--- src/rtl/uart_pkg.sv ---
// Shared types for the oversampling UART receiver: FSM states, parity modes,
// the receive FIFO entry layout and a 3-sample majority vote.
package uart_pkg;

    localparam int MAX_PAYLOAD = 9;

    typedef enum logic [2:0] {
        ST_IDLE,
        ST_START,
        ST_DATA,
        ST_PARITY,
        ST_STOP,
        ST_BRK_WAIT
    } uart_rx_state_t;

    typedef enum logic [1:0] {
        PAR_NONE = 2'b00,
        PAR_EVEN = 2'b01,
        PAR_ODD  = 2'b10,
        PAR_RSVD = 2'b11
    } parity_mode_t;

    typedef struct packed {
        logic                   brk;
        logic                   ferr;
        logic                   perr;
        logic [MAX_PAYLOAD-1:0] data;
    } uart_rx_entry_t;

    function automatic logic maj3(input logic a, input logic b, input logic c);
        return (a & b) | (a & c) | (b & c);
    endfunction

endpackage

--- src/rtl/uart_rx_os_if.sv ---
// Receive-word stream: valid/ready handshake carrying data plus per-word status.
interface uart_rx_os_if #(parameter int PAYLOAD_BITS = 8) ();
    logic                    m_valid;
    logic                    m_ready;
    logic [PAYLOAD_BITS-1:0] m_data;
    logic                    m_perr;
    logic                    m_ferr;
    logic                    m_break;

    modport master (output m_valid, m_data, m_perr, m_ferr, m_break, input m_ready);
    modport slave  (input m_valid, m_data, m_perr, m_ferr, m_break, output m_ready);
endinterface

--- src/rtl/uart_rx_fifo.sv ---
// Receive FIFO: pointers carry an extra wrap bit to tell full from empty.
// A push into a full FIFO is dropped unless a pop happens in the same cycle.
module uart_rx_fifo import uart_pkg::*; #(
    parameter int DEPTH = 4
) (
    input  logic           clk,
    input  logic           resetn,
    input  logic           push,
    input  uart_rx_entry_t wdata,
    input  logic           pop,
    output uart_rx_entry_t rdata,
    output logic           valid,
    output logic           overrun
);
    localparam int AW   = $clog2(DEPTH);
    localparam int PTRW = AW + 1;

    logic [AW:0]    wr_q, wr_d, rd_q, rd_d;
    uart_rx_entry_t mem_q [DEPTH];
    uart_rx_entry_t mem_d [DEPTH];
    logic           overrun_q, overrun_d;
    logic           empty, full, do_pop, do_push;

    always_comb begin
        empty     = (wr_q == rd_q);
        full      = (wr_q[AW] != rd_q[AW]) && (wr_q[AW-1:0] == rd_q[AW-1:0]);
        do_pop    = pop && !empty;
        do_push   = push && (!full || do_pop);
        wr_d      = wr_q + PTRW'(do_push);
        rd_d      = rd_q + PTRW'(do_pop);
        overrun_d = push && !do_push;
        mem_d     = mem_q;
        if (do_push) mem_d[wr_q[AW-1:0]] = wdata;
    end

    always_ff @(posedge clk) begin
        if (!resetn) begin
            wr_q      <= '0;
            rd_q      <= '0;
            overrun_q <= 1'b0;
            for (int i = 0; i < DEPTH; i++) mem_q[i] <= '0;
        end else begin
            wr_q      <= wr_d;
            rd_q      <= rd_d;
            overrun_q <= overrun_d;
            mem_q     <= mem_d;
        end
    end

    assign valid   = !empty;
    assign rdata   = empty ? '0 : mem_q[rd_q[AW-1:0]];
    assign overrun = overrun_q;

endmodule

--- src/rtl/uart_rx_os.sv ---
// Oversampling UART receiver with majority-vote sampling, break detection and
// a receive FIFO. Parity support is built only with UART_RX_PARITY_EN defined.
module uart_rx_os import uart_pkg::*; #(
    parameter int PAYLOAD_BITS = 8,
    parameter int STOP_BITS    = 1,
    parameter int OVERSAMPLE   = 16,
    parameter int DIV_W        = 16,
    parameter int FIFO_DEPTH   = 4
) (
    input  logic             clk,
    input  logic             resetn,
    input  logic             rx_en,
    input  logic             rxd,
    input  logic [DIV_W-1:0] baud_div,
    input  logic [1:0]       parity_mode,
    uart_rx_os_if.master     m,
    output logic             overrun,
    output logic             busy
);
    localparam int PW = $clog2(OVERSAMPLE);
    localparam int BW = $clog2(PAYLOAD_BITS + 1);
    localparam logic [PW-1:0] PH_S0  = PW'(OVERSAMPLE/2 - 1);
    localparam logic [PW-1:0] PH_S1  = PW'(OVERSAMPLE/2);
    localparam logic [PW-1:0] PH_S2  = PW'(OVERSAMPLE/2 + 1);
    localparam logic [PW-1:0] PH_END = PW'(OVERSAMPLE - 1);

    uart_rx_state_t          state_q, state_d;
    logic                    rxd_s1_q, rxd_s2_q, rxd_s3_q;
    logic [DIV_W-1:0]        tcnt_q, tcnt_d, div_q, div_d;
    logic [PW-1:0]           phase_q, phase_d;
    logic [1:0]              samp_q, samp_d;
    logic                    start_q, start_d, ferr_q, ferr_d, sidx_q, sidx_d, busy_q, busy_d;
    logic [PAYLOAD_BITS-1:0] shreg_q, shreg_d;
    logic [BW-1:0]           bcnt_q, bcnt_d;
    logic                    tick, mid, last, m3, perr, par_ok, push, fifo_valid;
    uart_rx_entry_t          entry, head;

`ifdef UART_RX_PARITY_EN
    parity_mode_t pmode_q, pmode_d;
    logic         par_bit_q, par_bit_d, par_en;
    assign par_en = (pmode_q == PAR_EVEN) || (pmode_q == PAR_ODD);
    assign perr   = par_en && ((^{shreg_q, par_bit_q}) ^ (pmode_q == PAR_ODD));
    assign par_ok = !(par_en && par_bit_q);
`else
    logic unused_parity;
    assign unused_parity = ^parity_mode;
    assign perr          = 1'b0;
    assign par_ok        = 1'b1;
`endif

    always_comb begin
        state_d = state_q;  tcnt_d  = tcnt_q;  div_d   = div_q;   phase_d = phase_q;
        samp_d  = samp_q;   start_d = start_q; ferr_d  = ferr_q;  sidx_d  = sidx_q;
        shreg_d = shreg_q;  bcnt_d  = bcnt_q;  push    = 1'b0;    entry   = '0;
`ifdef UART_RX_PARITY_EN
        pmode_d   = pmode_q;
        par_bit_d = par_bit_q;
`endif
        tick = (tcnt_q == div_q);
        mid  = tick && (phase_q == PH_S2);
        last = tick && (phase_q == PH_END);
        m3   = maj3(samp_q[0], samp_q[1], rxd_s2_q);
        entry.data = MAX_PAYLOAD'(shreg_q);
        entry.perr = perr;

        if (state_q != ST_IDLE) begin
            tcnt_d = tick ? '0 : tcnt_q + DIV_W'(1);
            if (tick) phase_d = phase_q + PW'(1);
            if (tick && phase_q == PH_S0) samp_d[0] = rxd_s2_q;
            if (tick && phase_q == PH_S1) samp_d[1] = rxd_s2_q;
        end

        case (state_q)
            ST_IDLE: begin
                tcnt_d  = '0;
                phase_d = '0;
                if (rx_en && rxd_s3_q && !rxd_s2_q) begin
                    state_d = ST_START;
                    div_d   = baud_div;
                    ferr_d  = 1'b0;
                    sidx_d  = 1'b0;
                    shreg_d = '0;
                    bcnt_d  = '0;
`ifdef UART_RX_PARITY_EN
                    pmode_d   = parity_mode_t'(parity_mode);
                    par_bit_d = 1'b0;
`endif
                end
            end
            ST_START: begin
                if (mid) start_d = m3;
                if (last) state_d = start_q ? ST_IDLE : ST_DATA;
            end
            ST_DATA: begin
                if (mid) begin
                    shreg_d = {m3, shreg_q[PAYLOAD_BITS-1:1]};
                    bcnt_d  = bcnt_q + BW'(1);
                end
`ifdef UART_RX_PARITY_EN
                if (last && bcnt_q == BW'(PAYLOAD_BITS)) state_d = par_en ? ST_PARITY : ST_STOP;
            end
            ST_PARITY: begin
                if (mid) par_bit_d = m3;
                if (last) state_d = ST_STOP;
`else
                if (last && bcnt_q == BW'(PAYLOAD_BITS)) state_d = ST_STOP;
`endif
            end
            ST_STOP: begin
                // Decide at the mid-sample so the next start edge gets half a bit of margin.
                if (mid) begin
                    if (!sidx_q && !m3 && shreg_q == '0 && par_ok) begin
                        push       = 1'b1;
                        entry.brk  = 1'b1;
                        entry.ferr = 1'b1;
                        state_d    = ST_BRK_WAIT;
                        tcnt_d     = '0;
                        phase_d    = '0;
                    end else if (sidx_q == 1'(STOP_BITS - 1)) begin
                        push       = 1'b1;
                        entry.ferr = ferr_q | !m3;
                        state_d    = ST_IDLE;
                    end else begin
                        ferr_d = ferr_q | !m3;
                        sidx_d = 1'b1;
                    end
                end
            end
            ST_BRK_WAIT: begin
                // Any low sample restarts the full bit of idle-high we wait for.
                if (!rxd_s2_q) begin
                    tcnt_d  = '0;
                    phase_d = '0;
                end else if (last) begin
                    state_d = ST_IDLE;
                end
            end
            default: state_d = ST_IDLE;
        endcase

        if (!rx_en) begin
            state_d = ST_IDLE;
            tcnt_d  = '0;
            phase_d = '0;
            push    = 1'b0;
        end
        busy_d = (state_d != ST_IDLE);
    end

    always_ff @(posedge clk) begin
        if (!resetn) begin
            state_q  <= ST_IDLE;
            rxd_s1_q <= 1'b1;  rxd_s2_q <= 1'b1;  rxd_s3_q <= 1'b1;
            tcnt_q   <= '0;    div_q    <= '0;    phase_q  <= '0;
            samp_q   <= '0;    start_q  <= 1'b0;  ferr_q   <= 1'b0;
            sidx_q   <= 1'b0;  shreg_q  <= '0;    bcnt_q   <= '0;
            busy_q   <= 1'b0;
`ifdef UART_RX_PARITY_EN
            pmode_q   <= PAR_NONE;
            par_bit_q <= 1'b0;
`endif
        end else begin
            state_q  <= state_d;
            rxd_s1_q <= rxd;     rxd_s2_q <= rxd_s1_q;  rxd_s3_q <= rxd_s2_q;
            tcnt_q   <= tcnt_d;  div_q    <= div_d;     phase_q  <= phase_d;
            samp_q   <= samp_d;  start_q  <= start_d;   ferr_q   <= ferr_d;
            sidx_q   <= sidx_d;  shreg_q  <= shreg_d;   bcnt_q   <= bcnt_d;
            busy_q   <= busy_d;
`ifdef UART_RX_PARITY_EN
            pmode_q   <= pmode_d;
            par_bit_q <= par_bit_d;
`endif
        end
    end

    uart_rx_fifo #(.DEPTH(FIFO_DEPTH)) u_fifo (
        .clk     (clk),
        .resetn  (resetn),
        .push    (push),
        .wdata   (entry),
        .pop     (fifo_valid && m.m_ready),
        .rdata   (head),
        .valid   (fifo_valid),
        .overrun (overrun)
    );

    logic unused_head;
    assign unused_head = ^head.data;

    assign m.m_valid = fifo_valid;
    assign m.m_data  = head.data[PAYLOAD_BITS-1:0];
    assign m.m_perr  = head.perr;
    assign m.m_ferr  = head.ferr;
    assign m.m_break = head.brk;
    assign busy      = busy_q;

endmodule

--- src/flat_wrapper.sv ---
// flat-port wrapper written by rule: the top's interface ports become plain ports
module uart_rx_os_flat import uart_pkg::*;
#(
    parameter int PAYLOAD_BITS = 8,
    parameter int STOP_BITS    = 1,
    parameter int OVERSAMPLE   = 16,
    parameter int DIV_W        = 16,
    parameter int FIFO_DEPTH   = 4
)
  (clk, resetn, rx_en, rxd, baud_div, parity_mode, overrun, busy, m_m_valid, m_m_data, m_m_perr, m_m_ferr, m_m_break, m_m_ready);
  uart_rx_os_if #(.PAYLOAD_BITS(PAYLOAD_BITS)) m_i ();
  input  logic clk;
  input  logic resetn;
  input  logic rx_en;
  input  logic rxd;
  input  logic [DIV_W-1:0] baud_div;
  input  logic [1:0] parity_mode;
  output logic overrun;
  output logic busy;
  output wire logic [$bits(m_i.m_valid)-1:0] m_m_valid;
  output wire logic [$bits(m_i.m_data)-1:0] m_m_data;
  output wire logic [$bits(m_i.m_perr)-1:0] m_m_perr;
  output wire logic [$bits(m_i.m_ferr)-1:0] m_m_ferr;
  output wire logic [$bits(m_i.m_break)-1:0] m_m_break;
  input wire logic [$bits(m_i.m_ready)-1:0] m_m_ready;
  assign m_m_valid = m_i.m_valid;
  assign m_m_data = m_i.m_data;
  assign m_m_perr = m_i.m_perr;
  assign m_m_ferr = m_i.m_ferr;
  assign m_m_break = m_i.m_break;
  assign m_i.m_ready = m_m_ready;
  uart_rx_os #(.PAYLOAD_BITS(PAYLOAD_BITS), .STOP_BITS(STOP_BITS), .OVERSAMPLE(OVERSAMPLE), .DIV_W(DIV_W), .FIFO_DEPTH(FIFO_DEPTH)) u_core (.clk(clk), .resetn(resetn), .rx_en(rx_en), .rxd(rxd), .baud_div(baud_div), .parity_mode(parity_mode), .m(m_i), .overrun(overrun), .busy(busy));
endmodule
--- config.mk ---
export PLATFORM = sky130hd
export DESIGN_NAME = uart_rx_os_flat
export DESIGN_NICKNAME = d
export VERILOG_FILES = /design/src/rtl/uart_pkg.sv /design/src/rtl/uart_rx_os_if.sv /design/src/rtl/uart_rx_fifo.sv /design/src/rtl/uart_rx_os.sv /design/src/flat_wrapper.sv
export SDC_FILE = /design/constraint.sdc
export NUM_CORES = 1
export LEC_CHECK = 0
export BUFFER_PORTS_ARGS = -buffer_cell sky130_fd_sc_hd__buf_2
export CAP_MARGIN = 30
export CELL_PAD_IN_SITES_DETAIL_PLACEMENT = 0
export CELL_PAD_IN_SITES_GLOBAL_PLACEMENT = 2
export CORE_ASPECT_RATIO = 0.8
export CORE_MARGIN = 2
export CORE_UTILIZATION = 39
export DETAILED_ROUTE_END_ITERATION = 6
export PLACE_DENSITY = 0.79
export SKIP_LAST_GASP = 1
export SLEW_MARGIN = 0
export SYNTH_ARGS = -nofsm -noshare
export SYNTH_HDL_FRONTEND = slang
export SYNTH_HIERARCHICAL = 1
export SYNTH_SLANG_ARGS = --single-unit
export TNS_END_PERCENT = 10
--- constraint.sdc ---
create_clock -name clk -period 3.65 [get_ports clk]
set_input_delay 0.1825 -clock clk [delete_from_list [all_inputs] [get_ports clk]]
set_output_delay 0.1825 -clock clk [all_outputs]
set_load 0.1 [all_outputs]
==> qor.tcl <==
set qor(grt_util_all_layers_pct) 16.5
set qor(clock.fmax_ghz) 0.363
set qor(routed-wl-met2_um) 4770
set qor(cts-resized-gates) 0
set qor(grt_start_max_net_pins) 60
set qor(time_the_final_worst_path_needs_with_i_o_delays_and_setup_ps) 2760
set qor(drt_first_iter_violations) 228
set qor(floorplan.core_area_sq_mm) 0.0130
set qor(number_of_antenna_violations_at_the_first_check_in_global_routing) 0
set qor(yosys_warnings) 6
set qor(fp.dieW_um) 134
set qor(num_io_pins) 37
set qor(crit_type) {reg -> reg}
set qor(post-cts-setup-buffers) 0
set qor(top_layer) {met4}
set qor(post-place-cells) 736
set qor(avgRoutedWirePerCell_um) 14.6
set qor(final_instance_count_without_filler_cells) 752
set qor(drt-pass1-iter-count) 4
set qor(peakVddDrop_uv) 217
set qor(detail_route.drc_violations) 0
set qor(clock_tree.root_cell) {clkbuf_16}
set qor(fin_skew_ps) 10.7
set qor(power.density_cell_area_mw_per_mm2) 400
set qor(cp_max_fo) 9
set qor(floorplan.initialDensity_pct) 40.4
set qor(setup_repair_after_global_routing_missed_its_margin) {no}
set qor(final_hold_viol_count) 0
set qor(syn_area_sq_mm) 0.00526
set qor(total_leakage_power_nw) 2.41
set qor(cts-buffers-inserted) 9
set qor(wl_um) 11000
set qor(clkTransAtPathRegs_ps) 70
set qor(mappedNetlistNets) 577
set qor(outcome) {finished, final reports clean}
set qor(htreeDepth) 3
set qor(setup_violation_total_in_the_final_timing_report) 0
set qor(met3_routed_wl_um) 373
set qor(detail-route-antenna-nets) 0
set qor(worst_path_required_time_ps) 3880
set qor(area_growth_pct) 12.8
set qor(io_buffer_count) 34
set qor(multi_input_comb_area_sq_mm) 0.00287
set qor(hold_path.class) {in -> reg}
set qor(slew-limit-headroom_pct) 46.8
set qor(regArea_sq_mm) 0.00220
set qor(post_synth_inst_count) 544
set qor(route.layer.met1.wl_um) 5740
set qor(first_global_vias) 3757
set qor(globalplace.congestion) 0.785
set qor(worstSetupEndpointType) {flip-flop}
set qor(row_count) 37
set qor(grt-ovfl-total) 0
set qor(totalPowerFinal_mw) 2.37
set qor(avgViaCountPerCell) 5.02
set qor(drv_slew) 0
set qor(cts_num_sinks) 110
set qor(clk_latency_ps) 350
set qor(num-nets-final) 605
set qor(tritoncts) {done}
set qor(num_antenna_cells) 0
set qor(maximum_count_of_clock_buffers_along_a_single_path) 2
set qor(share_of_final_layout_standard_cells_stronger_than_drive_strength_1_pct) 14.9
set qor(cts_hold_buffers) 0
set qor(timing.critical_path.arrival_ps) 2990
set qor(die-area_sq_mm) 0.0144
set qor(cap_violations) 0
set qor(grt_first_pass_wirelength_um) 19000
set qor(num_vias) 3778
set qor(fp.dieH_um) 108
set qor(total_negative_slack_for_setup_checks_ps) 0
set qor(worst_max_slew_pin_slew_ps) 798
set qor(critPathLaunchType) {flip-flop}
set qor(number_of_filler_cells_placed_in_the_layout) 1256
set qor(fin_crit_sh_pct) 75.5
set qor(post-dp-hpwl_um) 7610
set qor(avgSynthCellArea_sq_um) 9.67
## final timing paths
path,slack [ps],end,start,depth (start not counted)
worst min-delay path,30,u_core/rxd_s1_q$_SDFF_PN1_,rxd,2
worst max-delay path,890,u_core/u_fifo/mem_q[39]$_SDFFE_PN0P_,u_core/tcnt_q[2]$_SDFF_PN0_,9
worst min register to register,420,u_core/rxd_s2_q$_SDFF_PN1_,u_core/rxd_s1_q$_SDFF_PN1_,1
worst max register to register,890,u_core/u_fifo/mem_q[39]$_SDFFE_PN0P_,u_core/tcnt_q[2]$_SDFF_PN0_,9
## sequential cells by signal (all words and copies together), names as in the netlist, 2 cells and up
name	count
u_core/u_fifo/mem_q	44
u_core/div_q	16
u_core/tcnt_q	16
u_core/shreg_q	8
u_core/bcnt_q	4
u_core/phase_q	4
u_core/state_q	3
u_core/u_fifo/rd_q	3
u_core/u_fifo/wr_q	3
u_core/samp_q	2
## worst max-delay path, stage by stage (launching register included)
cell	delay, ps
dfxtp_1	420
xnor2_1	180
nand4_1	180
nor4_4	360
nand2_1	150
nor3_1	450
nor3b_1	390
o41ai_4	180
buf_6	190
mux2i_1	130
## stage by stage
| step | setup slack (ps) | hold WS [ps] | util (%) | cell area, sq um |
|---|---|---|---|---|
| final | 895 | 30.3 | 45.6 | 5930 |
| after global routing | 623 | 27.6 | 45.6 | 5930 |
| after CTS | 882 | 19.5 | 45.6 | 5930 |
| after detailed placement | 896 | 374 | 43.1 | 5600 |
| after global placement | 809 | 367 | 42.8 | 5560 |
| after floorplan | 410 | 284 | - | 5260 |
## report_power, final
part	internal (mW)	leakage, nW	switching [mW]
Sequential	1.20	0.887	0.00441
Combinational	0.0293	1.36	0.0495
Clock	0.629	0.161	0.455
Total	1.86	2.41	0.508
## per-layer routing
| metal | vias to the layer above | GRT usage, % |
|---|---|---|
| met5 | - | 0 |
| met4 | 0 | 4.56 |
| li1 | 1911 | - |
| met2 | 43 | 24.8 |
| met3 | 7 | 3.72 |
| met1 | 1817 | 23.8 |
## final cells by class
class	instances	share of cell area (%)
inverters	10	0.633
flip-flops and latches	110	37.1
clock buffers	11	4.09
repair buffers	46	4.64
multi-input cells	395	48.4
clock inverters	5	1.46
well taps	175	3.69
## cell usage in the layout (no fill, tap or decap), types with 3 or more instances in the layout
cell type,count
and3_1,8
or3_1,6
buf_2,34
nor3b_1,3
and2_1,9
nand2b_1,6
nor2b_1,18
ha_1,10
inv_6,3
a21boi_0,26
mux4_2,11
xnor2_1,21
nand4_1,9
nand3b_1,10
o41ai_4,4
nand3_1,12
dfxtp_1,110
inv_1,10
clkbuf_16,9
a21oi_1,6
xor2_1,15
nand2_1,113
o21ai_0,4
mux2i_1,47
buf_4,9
nor2_1,25
nor3_1,5
No activity file was read; power rests on OpenSTA's default activity.
